## src/rtl/inference_sequencer.sv

```systemverilog
// Top-level digit-inference controller: clears and enables the two dense layers in turn,
// waits on each with a timeout, then runs a serial signed argmax over the layer-2 scores.
module inference_sequencer #(
    parameter int unsigned N_CLASSES  = 10,
    parameter int unsigned SCORE_W    = 8,
    parameter int unsigned CLR_CYCLES = 2,
    parameter int unsigned TIMEOUT    = 4095,
    localparam int unsigned IdxW      = (N_CLASSES > 1) ? $clog2(N_CLASSES) : 1
) (
    input  logic                      clk_i,
    input  logic                      rst_ni,
    input  logic                      start_i,
    output logic                      busy_o,
    output logic                      done_o,
    output logic                      error_o,
    output logic [IdxW-1:0]           digit_o,
    output logic                      layer_reset_o,
    output logic                      l1_enable_o,
    input  logic                      l1_done_i,
    output logic                      l2_enable_o,
    input  logic                      l2_done_i,
    output logic [IdxW-1:0]           score_idx_o,
    input  logic signed [SCORE_W-1:0] score_data_i
);

    localparam int unsigned CntMax = (TIMEOUT > CLR_CYCLES) ? TIMEOUT : CLR_CYCLES;
    localparam int unsigned CntW   = $clog2(CntMax + 1);

    localparam logic [CntW-1:0] ClrLast     = CntW'(CLR_CYCLES - 1);
    localparam logic [CntW-1:0] TimeoutLast = CntW'(TIMEOUT - 1);
    localparam logic [IdxW-1:0] LastIdx     = IdxW'(N_CLASSES - 1);

    typedef enum logic [2:0] {
        StIdle,
        StClear,
        StL1,
        StL2,
        StArgmax,
        StFin,
        StErr
    } state_e;

    state_e                    state_q;
    logic [CntW-1:0]           cnt_q;
    logic [IdxW-1:0]           score_idx_q;
    logic signed [SCORE_W-1:0] best_q;
    logic [IdxW-1:0]           best_idx_q;
    logic [IdxW-1:0]           digit_q;
    logic                      busy_q;
    logic                      done_q;
    logic                      error_q;
    logic                      layer_reset_q;
    logic                      l1_enable_q;
    logic                      l2_enable_q;

    logic                      take;
    logic [IdxW-1:0]           cand_idx;
    logic                      layer_done;

    // Index 0 always loads; later indices win only on strictly greater, so ties keep the lowest.
    assign take       = (score_idx_q == '0) || (score_data_i > best_q);
    assign cand_idx   = take ? score_idx_q : best_idx_q;
    assign layer_done = (state_q == StL1) ? l1_done_i : l2_done_i;

    always_ff @(posedge clk_i or negedge rst_ni) begin
        if (!rst_ni) begin
            state_q       <= StIdle;
            cnt_q         <= '0;
            score_idx_q   <= '0;
            best_q        <= '0;
            best_idx_q    <= '0;
            digit_q       <= '0;
            busy_q        <= 1'b0;
            done_q        <= 1'b0;
            error_q       <= 1'b0;
            layer_reset_q <= 1'b0;
            l1_enable_q   <= 1'b0;
            l2_enable_q   <= 1'b0;
        end else begin
            done_q <= 1'b0;
            unique case (state_q)
                StIdle: begin
                    if (start_i) begin
                        state_q       <= StClear;
                        busy_q        <= 1'b1;
                        error_q       <= 1'b0;
                        layer_reset_q <= 1'b1;
                        cnt_q         <= '0;
                    end
                end
                StClear: begin
                    if (cnt_q == ClrLast) begin
                        state_q       <= StL1;
                        layer_reset_q <= 1'b0;
                        l1_enable_q   <= 1'b1;
                        cnt_q         <= '0;
                    end else begin
                        cnt_q <= cnt_q + CntW'(1);
                    end
                end
                StL1, StL2: begin
                    if (layer_done) begin
                        cnt_q <= '0;
                        if (state_q == StL1) begin
                            state_q     <= StL2;
                            l2_enable_q <= 1'b1;
                        end else begin
                            state_q     <= StArgmax;
                            score_idx_q <= '0;
                        end
                    end else if (cnt_q == TimeoutLast) begin
                        state_q     <= StErr;
                        cnt_q       <= '0;
                        l1_enable_q <= 1'b0;
                        l2_enable_q <= 1'b0;
                        done_q      <= 1'b1;
                        error_q     <= 1'b1;
                        digit_q     <= '1;
                    end else begin
                        cnt_q <= cnt_q + CntW'(1);
                    end
                end
                StArgmax: begin
                    if (take) begin
                        best_q     <= score_data_i;
                        best_idx_q <= score_idx_q;
                    end
                    if (score_idx_q == LastIdx) begin
                        // Last score is folded in here so the result is ready with done.
                        state_q     <= StFin;
                        score_idx_q <= '0;
                        digit_q     <= cand_idx;
                        done_q      <= 1'b1;
                        l1_enable_q <= 1'b0;
                        l2_enable_q <= 1'b0;
                    end else begin
                        score_idx_q <= score_idx_q + IdxW'(1);
                    end
                end
                StFin, StErr: begin
                    state_q <= StIdle;
                    busy_q  <= 1'b0;
                end
                default: begin
                    state_q <= StIdle;
                    busy_q  <= 1'b0;
                end
            endcase
        end
    end

    assign busy_o        = busy_q;
    assign done_o        = done_q;
    assign error_o       = error_q;
    assign digit_o       = digit_q;
    assign layer_reset_o = layer_reset_q;
    assign l1_enable_o   = l1_enable_q;
    assign l2_enable_o   = l2_enable_q;
    assign score_idx_o   = score_idx_q;

endmodule

```

## config.mk

```make
export PLATFORM = sky130hd
export DESIGN_NAME = inference_sequencer
export DESIGN_NICKNAME = d
export VERILOG_FILES = /design/src/rtl/inference_sequencer.sv
export SDC_FILE = /design/constraint.sdc
export NUM_CORES = 1
export LEC_CHECK = 0
export ABC_AREA = 1
export CAP_MARGIN = 20
export CORE_MARGIN = 2
export CORE_UTILIZATION = 40
export CTS_CLUSTER_DIAMETER = 150
export DETAILED_ROUTE_END_ITERATION = 16
export DONT_BUFFER_PORTS = 1
export PLACE_DENSITY = 0.63
export RECOVER_POWER = 50
export REMOVE_ABC_BUFFERS = 1
export SLEW_MARGIN = 20
export SYNTH_ARGS = -nofsm -noshare
export SYNTH_HDL_FRONTEND = slang
export SYNTH_SLANG_ARGS = --single-unit
```

## constraint.sdc

```tcl
create_clock -name clk_i -period 2.93 [get_ports clk_i]
set_input_delay 0.293 -clock clk_i [delete_from_list [all_inputs] [get_ports clk_i]]
set_output_delay 0.293 -clock clk_i [all_outputs]
set_load 0.02 [all_outputs]
```

Word-level counts from Yosys, hierarchy flattened --
Index checks and enable logic that the tools add are counted.
Storage, ports and cells: bits in latches 0, memories kept 0, flip-flop bits (word level) 41, input port bits 13, bits in read-only memories 0, memory bits (writable) 0
Operators by class: $mul 0, add/subtract/negate cells 2, reductions and logical operators 20, shifts and indexed selects 0, equal/unequal tests 16, bitwise logic cells 1, mux-type cells 42, $lt $le $gt $ge 1, divide/modulo/power cells 0
Operators by type and width (number):
- $mux 12 | 4
- $pmux 12 s3 | 1
- $mux 4 | 7
- $mux 3 | 6
- $pmux 4 s2 | 2
- $reduce_and 4->1 | 4
- $mux 1 | 15
- $ne 2x2->1 const B | 7
- $add 12x1->12 const B | 1
- $eq 12x1->1 const B | 1
- $eq 12x12->1 const B | 1
- $pmux 3 s4 | 1
- $pmux 1 s2 | 5
- $gt 8x8->1 | 1
- $eq 3x2->1 const B | 2
- $ne 3x3->1 const B | 2
- $reduce_and 2->1 | 3
- $reduce_and 3->1 | 2
- $reduce_bool 2->1 | 3
- $reduce_bool 3->1 | 2
- $reduce_and 5->1 | 1
- $add 4x1->4 const B | 1
- $eq 4x4->1 const B | 1
- $logic_not 4->1 | 1
- 8 further kinds | 8

Longest topological paths before layout --
Gate-level depths: netlist of run 1.
word-level depth 5, depth in mapped cells 16, mapped depth without buffers 16

Worst setup path after synthesis of run 1 --
Ideal clock, no wire load.
path kind flip-flop to flip-flop, start register best_q[5], end register best_q[6], required time 2.811 ns, setup slack 1.200 ns, period minus slack after synthesis 1.730 ns, arrival 1.611 ns, library setup time 0.119 ns, path buffers 1, stages on the path, launching flop included 14, path through dfrtp_1 inv_1 ha_1 a21oi_1 nor2_1 nor2_2 nand2_1 nand2_1 nand3_2 nand2_2 nand2_4 buf_6 nor2_2 a21oi_2
Between the ends: word-level cells in the longest chain between the ends 3
Ends and longest elaborated chain:
- start, declared | line 46 | logic signed [SCORE_W-1:0] best_q;
- start signal, assigned | line 125 | best_q <= score_data_i;
- $gt 8x8->1 | line 61 | assign take = (score_idx_q == '0) || (score_data_i > best_q);
- $logic_or 1x1->1 | line 61
- $reduce_and 2->1 (no line)
Every way passes these cells. A chain may end at the register's enable or synchronous reset.

Worst setup path in the final report of run 1 --
start register best_q[3], end register best_q[7]
Same word-level chain as after synthesis.

==> results of run 1 <==
worst reg2reg max path, stage by stage (launching register included):
cell and delay, ns:
dfrtp_1 0.37, inv_1 0.08, ha_1 0.24, a21oi_1 0.18, nand2_1 0.08, nand2_1 0.07
nand2_1 0.05, nand2_1 0.10, nand3_2 0.13, nand2_2 0.13, nand2_4 0.16, nor2_1 0.16
a21oi_2 0.04
synthesized netlist by cell type (all sizes together):
cell,instances
a31oi,2
o21bai,1
o22ai,1
nor2b,2
nand4,8
xor2,5
buf,1
nor2,38
inv,57
clkbuf,1
nand3,22
nor3,7
o21ai,16
o32ai,2
nor4,1
a21oi,17
o211ai,2
o221ai,1
nand2,55
ha,14
and3,1
dfrtp,41
metal layers:
metal	share of wire	GRT usage	wire, um	vias up
li1	-	-	-	959
met1	0.48	0.214	2320	888
met2	0.45	0.246	2160	36
met3	0.055	0.0451	269	8
met4	0.022	0.0717	105	0
met5	0	0	0	-
logic make-up after synthesis:
| group | after synthesis |
|---|---|
| AOI/OAI and AO/OA | 42 |
| xor gates and xnor gates | 5 |
| adders and majority gates | 14 |
| buffers and inverters | 59 |
| DFF | 41 |
| and+or+nand+nor | 134 |
area by class of cell:
type                            instances  area, um^2  share of cell area
Inverter                               57         214              0.0807
Multi-Input combinational cell        195        1170               0.442
Tap cell                               75        93.8              0.0354
Clock buffer                            7        86.3              0.0325
Clock inverter                          1        30.0              0.0113
Timing Repair Buffer                    2        30.0              0.0113
Sequential cell                        41        1030               0.387
flip-flops by register name, indices dropped and copies added, names as in the netlist:
name	count
best_idx_q	4
best_q	8
busy_o	1
cnt_q	12
digit_o	4
done_o	1
error_o	1
l1_enable_o	1
l2_enable_o	1
layer_reset_o	1
score_idx_o	4
state_q	3
per-stage QoR:
step                cell area [um^2]  std cells  hold slack, ns
finish                          2650        378           0.143
global route                    2650        378           0.146
CTS                             2650        378           0.136
detailed placement              2510        368        -0.00152
global placement                2510        368        -0.00125
floorplan                       2410        293        -0.00259
worst paths after layout:
kind / from / end / cells past startpoint / slack (ns)
min reg2reg: best_q[4] / best_q[4] / 2 / 0.52
min: score_data_i[4] / best_q[4] / 2 / 0.14
max reg2reg: best_q[3] / best_q[7] / 12 / 1.03
max in group asynchronous: rst_ni / cnt_q[8] / 2 / 2.27
min in group asynchronous: rst_ni / best_q[7] / 2 / 0.44
max: best_q[3] / best_q[7] / 12 / 1.03
power by group through the flow:
| stage | combinational [mW] | sequential [mW] | clock, mW |
|---|---|---|---|
| final | 1.19 | 1.07 | 0.475 |
| after floorplan | 0.973 | 1.02 | 0 |
| after global placement | 1.16 | 1.07 | 0 |
| after CTS | 1.21 | 1.07 | 0.489 |
| after detailed placement | 1.19 | 1.08 | 0 |
| after global routing | 1.38 | 1.10 | 0.513 |
==> results.sh, run 1 <==
export IMPL_fin_ws_ns=1.03
export IMPL_wl_um=4860
export IMPL_critPathBufInv=1
export IMPL_crit_top_cell="nand2_1"
export IMPL_muxShareOfSynthArea=0
export IMPL_min_period_over_period=0.650
export IMPL_cts_clk_slew_worst_paths_ns=0.08
export IMPL_final_util=0.451
export IMPL_finalPower_mw=2.74
export IMPL_end_kind="flop"
export IMPL_cp_slowest_cell="dfrtp_1"
export IMPL_hpwl_um=3580
export IMPL_status="completed"
export IMPL_grt_pass1_vias=1773
export IMPL_synth_compound_area_frac=0.111
export IMPL_p_comb_frac=0.436
export IMPL_ys_types=35
export IMPL_hold_viol_final=0
export IMPL_area_growth_pct=9.28
export IMPL_die_area_um2=6710
export IMPL_io_pins=27
export IMPL_worstMarginPinSlew_ns=0.416
export IMPL_worstSetupPathType="flop to flop"
export IMPL_drtIter0Drc=75
export IMPL_synth_top_family_by_area="simple AND/OR/NAND/NOR gates"
export IMPL_critical_path_top_delay_family="simple AND/OR/NAND/NOR gates"
export IMPL_synth_top_area_share=0.423
export IMPL_path_cells="inv_1 > ha_1 > a21oi_1 > nand2_1 > nand2_1 > nand2_1 > nand2_1 > nand3_2 > nand2_2 > nand2_4 > nor2_1 > a21oi_2"
export IMPL_cpPeakStageDelay_ns=0.37
export IMPL_clock_sinks=41
export IMPL_path_max_fanout=16
export IMPL_synth_xor_area_frac=0.0180
export IMPL_p_sw_frac=0.462
export IMPL_maxSlewViolCount=0
export IMPL_initial_core_util=0.412
export IMPL_cts_resized=0
export IMPL_netlist_area_um2=2430
export IMPL_diodes=0
export IMPL_gp_congestion=0.850
export IMPL_route_antenna_remaining_nets=0
export IMPL_layout_commonest_cell="nand2_1"
export IMPL_cts_setup_buffers=0
export IMPL_worstHoldPathType="input pin to flop"
export IMPL_placementRows=28
export IMPL_internal_power_mw=1.47
export IMPL_drive_gt1_frac=0.168
export IMPL_cts_tree="yes"
export IMPL_slew_headroom=0.720
export IMPL_synth_avg_cell_area_um2=8.23
export IMPL_clkPwrFrac=0.174
export IMPL_yosysSeqAreaShare=0.423
export IMPL_period_needed_ns=1.90
export IMPL_grt_max_degree=42
export IMPL_synth_area_leaders="dfrtp_1, nand2_1, ha_1"
export IMPL_syn_inst=295
export IMPL_grt_pass1_wl_um=8220
export IMPL_die_height_um=81.9
export IMPL_setup_tns_ns=0
export IMPL_pwr_share_seq=0.390
export IMPL_cp_arrival_ns=2.09
export IMPL_track_usage=0.161
export IMPL_critPathRequiredTime_ns=3.12
export IMPL_fmax_mhz=525
export IMPL_drc_errors=0
export IMPL_synth_top_area_cell="dfrtp_1"
export IMPL_setup_viol=0
export IMPL_skew_ns=0.00662
export IMPL_synth_simple_gate_area_frac=0.281
export IMPL_avgViaCountPerCell=5.00
export IMPL_final_nets=329
export IMPL_cts_hold_buffers=2
export IMPL_p_switching_mw=1.26
export IMPL_drt_first_pass_iters=4
export IMPL_p_leak_nw=1.34
export IMPL_via_count=1891
export IMPL_io_buffers=0
export IMPL_antenna_found_initial=0
export IMPL_powerDensity_nw_per_um2=1030
export IMPL_max_cap_viol_count=0
export IMPL_peakVddDrop_uv=455
export IMPL_fillers=598
export IMPL_final_cell_mix="nand2_1, inv_1, dfrtp_1"
export IMPL_yosysWarnings=0
export IMPL_clock_latency_ns=0.30
export IMPL_core_um2=5890
export IMPL_grt_setup_unrepaired="false"
export IMPL_gr_total_overflow=0
export IMPL_numCtsBuffers=5
export IMPL_synthAdderAreaFrac=0.0722
export IMPL_wl_per_cell_um=12.9
export IMPL_cts_buffer_depth=2
export IMPL_cts_root_buf="clkbuf_8"
export IMPL_startpoint_type="flop"
export IMPL_synth_seq_cells=41
export IMPL_htree_levels=2
export IMPL_post_place_ws_ns=1.04
export IMPL_die_w_um=81.9
(Power assumes the default switching activity.)
==> run 2: changes to the inputs <==
clock period = 1.8 ns   (was 2.93 ns; I/O delays follow)
==> results.sh, run 2 (synthesis gave the netlist of run 1 again) <==
export IMPL_numCtsBuffers=5
export IMPL_max_cap_viol_count=0
export IMPL_peakVddDrop_uv=997
export IMPL_critPathBufInv=1
export IMPL_via_count=1959
export IMPL_final_nets=350
export IMPL_antenna_found_initial=0
export IMPL_hpwl_um=3630
export IMPL_min_from="score_data_i[4]"
export IMPL_initial_core_util=0.412
export IMPL_cp_arrival_ns=1.96
export IMPL_die_w_um=81.9
export IMPL_startpoint_type="flop"
export IMPL_placed_area_um2=2610
export IMPL_hold_ws_ns=0.0241
export IMPL_status="completed"
export IMPL_r2r_end="best_q[1]"
export IMPL_crit_top_cell="nand2_1"
export IMPL_gp_congestion=0.810
export IMPL_worstMarginPinSlew_ns=1.01
export IMPL_grt_pass1_vias=1856
export IMPL_gr_total_overflow=0
export IMPL_min_to="best_q[4]"
export IMPL_path_cells="inv_2 > ha_4 > nand2_1 > nand2_1 > nand2_1 > nand2_1 > nand2_2 > nand2_2 > nand2_2 > nand3_4 > nand2_4 > nand2_8 > nor2_1 > a21oi_2"
export IMPL_cts_clk_slew_worst_paths_ns=0.08
export IMPL_die_height_um=81.9
export IMPL_grt_setup_unrepaired="true"
export IMPL_cts_buffer_depth=2
export IMPL_io_pins=27
export IMPL_path_max_fanout=16
export IMPL_critical_path_top_delay_family="simple AND/OR/NAND/NOR gates"
export IMPL_io_buffers=0
export IMPL_hold_depth=2
export IMPL_track_usage=0.160
export IMPL_cp_slowest_cell="dfrtp_1"
export IMPL_final_area_um2=3010
export IMPL_worstSetupPathType="flop to flop"
export IMPL_drtIter0Drc=107
export IMPL_cts_root_buf="clkbuf_8"
export IMPL_grt_max_degree=42
export IMPL_powerDensity_nw_per_um2=1730
export IMPL_maxSlewViolCount=0
export IMPL_placementRows=28
export IMPL_grt_pass1_wl_um=8360
export IMPL_reg_top3="cnt_q: 12 flops, best_q: 8 flops"
export IMPL_avgViaCountPerCell=4.91
export IMPL_htree_levels=2
export IMPL_clock_sinks=41
export IMPL_route_antenna_remaining_nets=0
export IMPL_r2r_setup_slack_ns=0.03
export IMPL_layout_commonest_cell="nand2_1"
export IMPL_crit_path_start="best_q[1]"
export IMPL_fmax_mhz=564
export IMPL_drive_gt1_frac=0.343
export IMPL_core_um2=5890
export IMPL_final_cell_mix="nand2_1, dfrtp_1, inv_1"
export IMPL_end_kind="flop"
export IMPL_diodes=0
export IMPL_cts_tree="yes"
export IMPL_area_growth_pct=24.1
export IMPL_largest_register="cnt_q"
export IMPL_skew_ns=0.0102
export IMPL_hold_viol_final=0
export IMPL_wl_um=5130
export IMPL_worstReg2RegStart="best_q[1]"
export IMPL_wl_per_cell_um=12.8
export IMPL_period_needed_ns=1.77
export IMPL_worstHoldPathType="input pin to flop"
export IMPL_clock_latency_ns=0.29
export IMPL_cpPeakStageDelay_ns=0.39
export IMPL_r2r_cells=14
export IMPL_drt_first_pass_iters=4
export IMPL_drc_errors=0
export IMPL_min_period_over_period=0.985
export IMPL_layout_cells_non_filler=399
export IMPL_setup_viol=0
export IMPL_dp_cells=382
export IMPL_finalPower_mw=5.20
export IMPL_largest_reg_flops=12
export IMPL_die_area_um2=6710
export IMPL_slew_headroom=0.327
export IMPL_critPathRequiredTime_ns=1.99
export IMPL_p_leak_nw=1.45
-- run 2: cell count changes in the layout (fill, tap and decap cells not counted), sizes merged --
cell      change
buf          +20
clkinvlp      +1
-- run 2: repair_timing --
item,4_1_cts,5_1_grt
gates resized for setup,14,33
pin swaps,4,16
hold buffers,2,0
buffers inserted,1,6
endpoints found under the setup margin,14,29
hold endpoints to repair,41,0
-- run 2: routing by layer --
layer | share of wire | GRT usage
met1 | 0.46 | 0.215
met3 | 0.043 | 0.0286
met4 | 0.020 | 0.0667
met2 | 0.48 | 0.253
met5 | 0 | 0
-- run 2: power breakdown --
| part | switching [mW] | internal (mW) | leakage (nW) | total, mW |
|---|---|---|---|---|
| registers | 0.376 | 1.27 | 0.504 | 1.65 |
| logic | 1.66 | 1.13 | 0.890 | 2.78 |
| clock network | 0.319 | 0.451 | 0.0574 | 0.770 |
| total | 2.35 | 2.85 | 1.45 | 5.20 |
-- run 2: stage by stage --
stage                      util  setup TNS, ns  worst slack, ns
after floorplan               -              0           0.0969
after global placement    0.444       -0.00886         -0.00603
after detailed placement  0.444         -0.170          -0.0335
after CTS                 0.481              0          0.00752
after global routing      0.512          -1.14          -0.0992
final                     0.512              0           0.0275
-- run 2: worst max path at each step --
stage	endpoint	slack [ns]	cells after the start
floorplan	best_q[1]	0.1	12
global placement	cnt_q[2]	-0.006	10
detailed placement	best_q[2]	-0.03	12
CTS	cnt_q[3]	0.008	10
global route	digit_o[3]	-0.1	15
finish	best_q[1]	0.03	14
-- run 2: worst register-to-register path, cell delays in order, from the launching register on --
cell,delay (ns)
dfrtp_1,0.39
inv_2,0.08
ha_4,0.20
nand2_1,0.07
nand2_1,0.06
nand2_1,0.06
nand2_1,0.06
nand2_2,0.08
nand2_2,0.06
nand2_2,0.09
nand3_4,0.11
nand2_4,0.11
nand2_8,0.13
nor2_1,0.14
a21oi_2,0.04
-- run 2: area by class of cell --
type / instances / area, um^2
flip-flops and latches: 41 / 1030
inverters: 57 / 216
clock buffers: 6 / 82.6
well taps: 75 / 93.8
clock inverters: 2 / 37.5
fillers: 561 / 2870
repair buffers: 23 / 176
multi-input cells: 195 / 1380
